===== src/rtl/bresenham_step_sequencer_if.sv =====
// Point-array input bundle and step/dir output bundle of the step sequencer.
interface bresenham_step_sequencer_if #(
    parameter int P_MAX_LINE_LENGTH = 10,
    parameter int P_X_COORD_W       = 11,
    parameter int P_Y_COORD_W       = 10
);
    logic [P_MAX_LINE_LENGTH*P_X_COORD_W-1:0] i_x_vals;
    logic [P_MAX_LINE_LENGTH*P_Y_COORD_W-1:0] i_y_vals;
    logic [P_MAX_LINE_LENGTH-1:0]             i_vals_valid;
    logic                                     i_vals_rdy;
    logic                                     o_x_step;
    logic                                     o_x_dir;
    logic                                     o_y_step;
    logic                                     o_y_dir;
    logic [P_X_COORD_W-1:0]                   o_pos_x;
    logic [P_Y_COORD_W-1:0]                   o_pos_y;
    logic                                     o_busy;
    logic                                     o_done;
    logic                                     o_err;
    logic                                     o_dropped;

    modport master (
        output i_x_vals, i_y_vals, i_vals_valid, i_vals_rdy,
        input  o_x_step, o_x_dir, o_y_step, o_y_dir, o_pos_x, o_pos_y,
               o_busy, o_done, o_err, o_dropped
    );

    modport slave (
        input  i_x_vals, i_y_vals, i_vals_valid, i_vals_rdy,
        output o_x_step, o_x_dir, o_y_step, o_y_dir, o_pos_x, o_pos_y,
               o_busy, o_done, o_err, o_dropped
    );
endinterface


===== src/rtl/bresenham_step_sequencer.sv =====
// Walks a captured point list and emits one step/dir pulse per unit move between points.
// First step rises 4 cycles after the capture cycle; no backpressure, rdy while busy is dropped and flagged.
module bresenham_step_sequencer #(
    parameter int P_MAX_LINE_LENGTH    = 10,
    parameter int P_X_COORD_W          = 11,
    parameter int P_Y_COORD_W          = 10,
    parameter int P_PULSE_W_CYCLES     = 4,
    parameter int P_STEP_PERIOD_CYCLES = 16
) (
    input  logic                      i_clk,
    input  logic                      i_reset_n,
    bresenham_step_sequencer_if.slave bus
);
    localparam int K_W        = $clog2(P_MAX_LINE_LENGTH + 1);
    localparam int CNT_W      = $clog2(P_STEP_PERIOD_CYCLES + 1);
    localparam int LOW_CYCLES = P_STEP_PERIOD_CYCLES - P_PULSE_W_CYCLES;
    localparam int XA_W       = P_MAX_LINE_LENGTH * P_X_COORD_W;
    localparam int YA_W       = P_MAX_LINE_LENGTH * P_Y_COORD_W;
    localparam logic [P_X_COORD_W:0] DX_ONE = (P_X_COORD_W + 1)'(1);
    localparam logic [P_Y_COORD_W:0] DY_ONE = (P_Y_COORD_W + 1)'(1);

    typedef enum logic [2:0] {
        S_IDLE, S_LOAD, S_EVAL, S_SETUP, S_HIGH, S_LOW, S_DONE
    } state_t;

    state_t                       state_q, state_d;
    logic [XA_W-1:0]              x_arr_q, x_arr_d;
    logic [YA_W-1:0]              y_arr_q, y_arr_d;
    logic [P_MAX_LINE_LENGTH-1:0] valid_q, valid_d;
    logic [K_W-1:0]               k_q, k_d;
    logic [CNT_W-1:0]             cnt_q, cnt_d;
    logic [P_X_COORD_W-1:0]       pos_x_q, pos_x_d;
    logic [P_Y_COORD_W-1:0]       pos_y_q, pos_y_d;
    logic                         x_dir_q, x_dir_d, y_dir_q, y_dir_d;
    logic [1:0]                   mask_q, mask_d;
    logic                         err_q, err_d, dropped_q, dropped_d;

    int                     kc, kp;
    logic [P_X_COORD_W-1:0] x_cur, x_prev;
    logic [P_Y_COORD_W-1:0] y_cur, y_prev;
    logic [P_X_COORD_W:0]   dx;
    logic [P_Y_COORD_W:0]   dy;
    logic                   x_act, y_act, x_unit, y_unit, k_end;

    // Index is clamped so the array select stays in range once k reaches the end.
    always_comb begin
        kc     = (int'(k_q) >= P_MAX_LINE_LENGTH) ? P_MAX_LINE_LENGTH - 1 : int'(k_q);
        kp     = (kc > 0) ? kc - 1 : 0;
        x_cur  = x_arr_q[kc*P_X_COORD_W +: P_X_COORD_W];
        x_prev = x_arr_q[kp*P_X_COORD_W +: P_X_COORD_W];
        y_cur  = y_arr_q[kc*P_Y_COORD_W +: P_Y_COORD_W];
        y_prev = y_arr_q[kp*P_Y_COORD_W +: P_Y_COORD_W];
        dx     = {1'b0, x_cur} - {1'b0, x_prev};
        dy     = {1'b0, y_cur} - {1'b0, y_prev};
        x_act  = (dx != '0);
        y_act  = (dy != '0);
        x_unit = !x_act || (dx == DX_ONE) || (dx == '1);
        y_unit = !y_act || (dy == DY_ONE) || (dy == '1);
        k_end  = (k_q >= K_W'(P_MAX_LINE_LENGTH));
    end

    always_comb begin
        state_d   = state_q;
        x_arr_d   = x_arr_q;
        y_arr_d   = y_arr_q;
        valid_d   = valid_q;
        k_d       = k_q;
        cnt_d     = cnt_q;
        pos_x_d   = pos_x_q;
        pos_y_d   = pos_y_q;
        x_dir_d   = x_dir_q;
        y_dir_d   = y_dir_q;
        mask_d    = mask_q;
        err_d     = err_q;
        dropped_d = bus.i_vals_rdy && (state_q != S_IDLE);
        case (state_q)
            S_IDLE: begin
                if (bus.i_vals_rdy) begin
                    x_arr_d = bus.i_x_vals;
                    y_arr_d = bus.i_y_vals;
                    valid_d = bus.i_vals_valid;
                    err_d   = 1'b0;
                    state_d = S_LOAD;
                end
            end
            S_LOAD: begin
                if (!valid_q[0]) begin
                    state_d = S_DONE;
                end else begin
                    pos_x_d = x_arr_q[P_X_COORD_W-1:0];
                    pos_y_d = y_arr_q[P_Y_COORD_W-1:0];
                    k_d     = K_W'(1);
                    state_d = S_EVAL;
                end
            end
            S_EVAL: begin
                if (k_end || !valid_q[kc]) begin
                    state_d = S_DONE;
                end else if (!x_unit || !y_unit) begin
                    err_d   = 1'b1;
                    state_d = S_DONE;
                end else if (!x_act && !y_act) begin
                    k_d = k_q + K_W'(1);
                end else begin
                    mask_d = {y_act, x_act};
                    if (x_act) x_dir_d = (dx == DX_ONE);
                    if (y_act) y_dir_d = (dy == DY_ONE);
                    state_d = S_SETUP;
                end
            end
            S_SETUP: begin
                if (mask_q[0]) pos_x_d = x_dir_q ? pos_x_q + P_X_COORD_W'(1) : pos_x_q - P_X_COORD_W'(1);
                if (mask_q[1]) pos_y_d = y_dir_q ? pos_y_q + P_Y_COORD_W'(1) : pos_y_q - P_Y_COORD_W'(1);
                cnt_d   = '0;
                state_d = S_HIGH;
            end
            S_HIGH: begin
                if (cnt_q == CNT_W'(P_PULSE_W_CYCLES - 1)) begin
                    cnt_d   = '0;
                    state_d = S_LOW;
                end else begin
                    cnt_d = cnt_q + CNT_W'(1);
                end
            end
            S_LOW: begin
                if (cnt_q == CNT_W'(LOW_CYCLES - 1)) begin
                    cnt_d   = '0;
                    k_d     = k_q + K_W'(1);
                    state_d = S_EVAL;
                end else begin
                    cnt_d = cnt_q + CNT_W'(1);
                end
            end
            S_DONE:  state_d = S_IDLE;
            default: state_d = S_IDLE;
        endcase
    end

    always_ff @(posedge i_clk or negedge i_reset_n) begin
        if (!i_reset_n) begin
            state_q   <= S_IDLE;
            x_arr_q   <= '0;
            y_arr_q   <= '0;
            valid_q   <= '0;
            k_q       <= '0;
            cnt_q     <= '0;
            pos_x_q   <= '0;
            pos_y_q   <= '0;
            x_dir_q   <= 1'b0;
            y_dir_q   <= 1'b0;
            mask_q    <= '0;
            err_q     <= 1'b0;
            dropped_q <= 1'b0;
        end else begin
            state_q   <= state_d;
            x_arr_q   <= x_arr_d;
            y_arr_q   <= y_arr_d;
            valid_q   <= valid_d;
            k_q       <= k_d;
            cnt_q     <= cnt_d;
            pos_x_q   <= pos_x_d;
            pos_y_q   <= pos_y_d;
            x_dir_q   <= x_dir_d;
            y_dir_q   <= y_dir_d;
            mask_q    <= mask_d;
            err_q     <= err_d;
            dropped_q <= dropped_d;
        end
    end

    assign bus.o_x_step  = (state_q == S_HIGH) && mask_q[0];
    assign bus.o_y_step  = (state_q == S_HIGH) && mask_q[1];
    assign bus.o_x_dir   = x_dir_q;
    assign bus.o_y_dir   = y_dir_q;
    assign bus.o_pos_x   = pos_x_q;
    assign bus.o_pos_y   = pos_y_q;
    assign bus.o_busy    = (state_q != S_IDLE) && (state_q != S_DONE);
    assign bus.o_done    = (state_q == S_DONE);
    assign bus.o_err     = err_q;
    assign bus.o_dropped = dropped_q;
endmodule


===== src/flat_wrapper.sv =====
// flat-port wrapper written by rule: the top's interface ports become plain ports
module bresenham_step_sequencer_flat 
#(
    parameter int P_MAX_LINE_LENGTH    = 10,
    parameter int P_X_COORD_W          = 11,
    parameter int P_Y_COORD_W          = 10,
    parameter int P_PULSE_W_CYCLES     = 4,
    parameter int P_STEP_PERIOD_CYCLES = 16
)
  (i_clk, i_reset_n, bus_i_x_vals, bus_i_y_vals, bus_i_vals_valid, bus_i_vals_rdy, bus_o_x_step, bus_o_x_dir, bus_o_y_step, bus_o_y_dir, bus_o_pos_x, bus_o_pos_y, bus_o_busy, bus_o_done, bus_o_err, bus_o_dropped);
  bresenham_step_sequencer_if #(.P_MAX_LINE_LENGTH(P_MAX_LINE_LENGTH), .P_X_COORD_W(P_X_COORD_W), .P_Y_COORD_W(P_Y_COORD_W)) bus_i ();
  input  logic i_clk;
  input  logic i_reset_n;
  input wire logic [$bits(bus_i.i_x_vals)-1:0] bus_i_x_vals;
  input wire logic [$bits(bus_i.i_y_vals)-1:0] bus_i_y_vals;
  input wire logic [$bits(bus_i.i_vals_valid)-1:0] bus_i_vals_valid;
  input wire logic [$bits(bus_i.i_vals_rdy)-1:0] bus_i_vals_rdy;
  output wire logic [$bits(bus_i.o_x_step)-1:0] bus_o_x_step;
  output wire logic [$bits(bus_i.o_x_dir)-1:0] bus_o_x_dir;
  output wire logic [$bits(bus_i.o_y_step)-1:0] bus_o_y_step;
  output wire logic [$bits(bus_i.o_y_dir)-1:0] bus_o_y_dir;
  output wire logic [$bits(bus_i.o_pos_x)-1:0] bus_o_pos_x;
  output wire logic [$bits(bus_i.o_pos_y)-1:0] bus_o_pos_y;
  output wire logic [$bits(bus_i.o_busy)-1:0] bus_o_busy;
  output wire logic [$bits(bus_i.o_done)-1:0] bus_o_done;
  output wire logic [$bits(bus_i.o_err)-1:0] bus_o_err;
  output wire logic [$bits(bus_i.o_dropped)-1:0] bus_o_dropped;
  assign bus_i.i_x_vals = bus_i_x_vals;
  assign bus_i.i_y_vals = bus_i_y_vals;
  assign bus_i.i_vals_valid = bus_i_vals_valid;
  assign bus_i.i_vals_rdy = bus_i_vals_rdy;
  assign bus_o_x_step = bus_i.o_x_step;
  assign bus_o_x_dir = bus_i.o_x_dir;
  assign bus_o_y_step = bus_i.o_y_step;
  assign bus_o_y_dir = bus_i.o_y_dir;
  assign bus_o_pos_x = bus_i.o_pos_x;
  assign bus_o_pos_y = bus_i.o_pos_y;
  assign bus_o_busy = bus_i.o_busy;
  assign bus_o_done = bus_i.o_done;
  assign bus_o_err = bus_i.o_err;
  assign bus_o_dropped = bus_i.o_dropped;
  bresenham_step_sequencer #(.P_MAX_LINE_LENGTH(P_MAX_LINE_LENGTH), .P_X_COORD_W(P_X_COORD_W), .P_Y_COORD_W(P_Y_COORD_W), .P_PULSE_W_CYCLES(P_PULSE_W_CYCLES), .P_STEP_PERIOD_CYCLES(P_STEP_PERIOD_CYCLES)) u_core (.i_clk(i_clk), .i_reset_n(i_reset_n), .bus(bus_i));
endmodule

===== config.mk =====
export PLATFORM = sky130hd
export DESIGN_NAME = bresenham_step_sequencer_flat
export DESIGN_NICKNAME = d
export VERILOG_FILES = /design/src/rtl/bresenham_step_sequencer_if.sv /design/src/rtl/bresenham_step_sequencer.sv /design/src/flat_wrapper.sv
export SDC_FILE = /design/constraint.sdc
export NUM_CORES = 1
export LEC_CHECK = 0
export ABC_CLOCK_PERIOD_IN_PS = 10560
export BUFFER_PORTS_ARGS = -buffer_cell sky130_fd_sc_hd__buf_2
export CAP_MARGIN = 40
export CORE_ASPECT_RATIO = 0.9
export CORE_MARGIN = 8
export CORE_UTILIZATION = 56
export CTS_CLUSTER_DIAMETER = 80
export DETAILED_ROUTE_END_ITERATION = 10
export GPL_TIMING_DRIVEN = 1
export PLACE_DENSITY = 0.79
export SYNTH_ARGS = -nofsm -noshare
export SYNTH_HDL_FRONTEND = slang
export SYNTH_SLANG_ARGS = --single-unit

===== constraint.sdc =====
create_clock -name i_clk -period 10.56 [get_ports i_clk]
set_input_delay 1.584 -clock i_clk [delete_from_list [all_inputs] [get_ports i_clk]]
set_output_delay 1.584 -clock i_clk [all_outputs]
set_load 0.05 [all_outputs]

==> metrics <==
run status=finished clean; initial antenna violation count=3; hpwl dp=86800 µm; Total GRT Usage=36.8%; die width=257 µm; Netlist cell types=95; leading cell type by number of instances after synthesis=mux2i_1; Tcrit/Tclk final=91.4%; Die Area=59800 µm²; worst flop-to-flop path endpoint=u_core.k_q[3]; Core Area=51600 µm²; Crit path arrival time=slightly above 10 ns; synthesized netlist cell count=2795; Final Slew Violations=0; Clock Sinks=259; Yosys warnings=0; startpoint of the worst hold path=u_core.valid_q[7]; CTS tree=built; port bufs=251; dpl cells=3582; Row Count=between 70 and 80; Area Growth Syn to Fin=9.79%; Most Frequent Cell on Critical Path=ha_1; Nets=about 3200; Fin Setup TNS=0 ns; Final Cell Area=around 32000 µm²; ANT nets after route=0; routed length per instance=31.2 µm; Post-synth top cells=452 x mux2i_1, 280 x mux4_2, 259 x dfrtp_1; Slew headroom=35.7%; Longest Clk Path Bufs=3; Worst EP required=11.01 ns; first-pass detailed-route iteration total=8; CTS buffer count=29; Post-CTS Hold Buffers=0; Hold Crit Depth=1; clk slew on worst S/H paths=0.05 ns; Area contributors post-synth=dfrtp_1 22%, mux4_2 22%, mux2i_1 15%; global-route wire length before repair=171000 µm; Post-synth ARST share=100%; RePlAce Congestion=1.05; hold path endpoint=u_core.valid_q[7]; CP Class=reg -> reg; IO Pins=252; pin count of the biggest net entering global routing=116; Die Ht=233 µm; layout cells sized above 1=31.0%; Worst R2R Path Depth=33; Main synth FF type=dfrtp_1; RSZ-0062 raised after global routing=false; setup violators final=0; leading area contributor after synthesis=dfrtp_1; vias in the first global route=around 27000; crit path max fanout=42; CP peak stage delay=0.61 ns; Via density=about 7.5; total gr overflow=0; non-filler instance count after layout=3637; Final min period=9.65 ns; Max stage delay cell, worst path=dfrtp_1; Hold Path Class=reg -> reg; Yosys reg bits=259; RR Startpoint=u_core.k_q[0]; Worst Tran Pin Value=0.959 ns; share of the synthesized area in the top cell type=22.2%; Filler cells=4225; max-cap violations=0; total number of vias=27100; Root Driver=clkbuf_16; # DRC=0; DP Area=31200 µm²; Fmax=104 MHz; insertion delay to the later sink of the worst-skew pair=about 0.58 ns; register area share after synthesis=22.2%; CTS H-tree lvls=1; DRT iter0 DRCs=3645; CP Capture Type=flip-flop; Avg Inst Size Synth=10.5 µm²; endpoints failing hold=0; Reg2Reg Setup Slack=0.91 ns; final WL=about 110000 µm; Synth Cell Area=29200 µm²; postcts setup bufs=0; Syn Nets=3099; Starting Density=56.7%; Post-synth EDFFs=0; Worst Skew=roughly 0.010 ns; CP Launch Type=flip-flop
-- how the worst max path moves through the flow --
stage	slack [ns]	from	end
2_1_floorplan	0.02	u_core.k_q[0]	u_core.k_q[3]
3_3_place_gp	1.15	u_core.k_q[0]	u_core.k_q[3]
3_5_place_dp	0.91	u_core.k_q[0]	u_core.k_q[3]
4_1_cts	0.88	u_core.k_q[0]	u_core.k_q[3]
5_1_grt	0.11	u_core.k_q[0]	u_core.k_q[3]
6_report	0.91	u_core.k_q[0]	u_core.k_q[3]
-- layout make-up --
class	count	area, µm²	area share, %
inverters	49	206	0.643
flip-flops and latches	259	6480	20.2
diodes	3	7.51	0.0234
multi-input cells	2255	21600	67.2
clock inverters	9	83.8	0.261
repair buffers	331	2060	6.40
well taps	688	861	2.68
clock buffers	43	848	2.64
-- metal layers --
layer  wire [µm]  track usage, %  share of wire, %  vias to the layer above
met5          27               0             0.024                        -
met4        2470            7.33               2.2                        4
met3       17700            15.3                16                      210
met2       46300            50.8                41                     1974
met1       47100            53.7                41                    13700
li1            -               -                 -                    11200
-- logic make-up after synthesis --
kind of cell	count (synthesis)	share of synthesized area [%]
DFF	259	22.2
buffers and inverters	281	4.38
and+or+nand+nor	623	9.95
AOI/OAI and AO/OA	541	12.4
muxes	959	45.8
xor gates and xnor gates	51	1.55
adders and majority gates	81	3.72
-- through the flow --
| stage | setup WS (ns) | hold WS (ns) | utilization, % |
|---|---|---|---|
| after floorplan | 0.0187 | 0.470 | - |
| after global placement | 1.15 | 0.488 | 59.9 |
| after detailed placement | 0.912 | 0.492 | 60.4 |
| after CTS | 0.881 | 0.505 | 62.2 |
| after global routing | 0.113 | 0.518 | 62.2 |
| final | 0.913 | 0.506 | 62.2 |
-- critical path: cells and delay by family, from the launching register on --
family                     cells  cell delay, ns
AOI/OAI and AO/OA             13            3.21
xor gates and xnor gates       1            0.11
adders and majority gates      6            2.07
buffers and inverters          5            0.90
DFF                            1            0.61
and+or+nand+nor                8            2.58
-- cell usage in the layout (no fill, tap or decap), types with 30 or more instances in the layout --
master / count
a31oi_1: 34
inv_1: 38
mux2_2: 226
nor2_1: 127
buf_4: 66
a22oi_1: 54
o21ai_0: 67
mux4_2: 280
buf_2: 250
a21oi_1: 133
ha_1: 70
dfrtp_1: 259
nand3_1: 70
nor3_1: 52
nand2_1: 246
mux2i_1: 452
xnor2_1: 30
-- repair_timing --
item / CTS / global route
endpoints found under the hold margin: 0 / 0
setup endpoints to repair: 0 / 2
gates resized for setup: 0 / 2
-- flip-flops by register name (all words and copies together) (netlist names) --
name,count
u_core.x_arr_q,110
u_core.y_arr_q,100
u_core.bus.o_pos_x,11
u_core.bus.o_pos_y,10
u_core.valid_q,10
u_core.cnt_q,5
u_core.k_q,4
u_core.state_q,3
u_core.mask_q,2
u_core.bus.o_dropped,1
u_core.bus.o_err,1
u_core.bus.o_x_dir,1
u_core.bus.o_y_dir,1
Power is not shown: default switching activity piles up to over one toggle a cycle in this logic, so the estimate is an artifact.
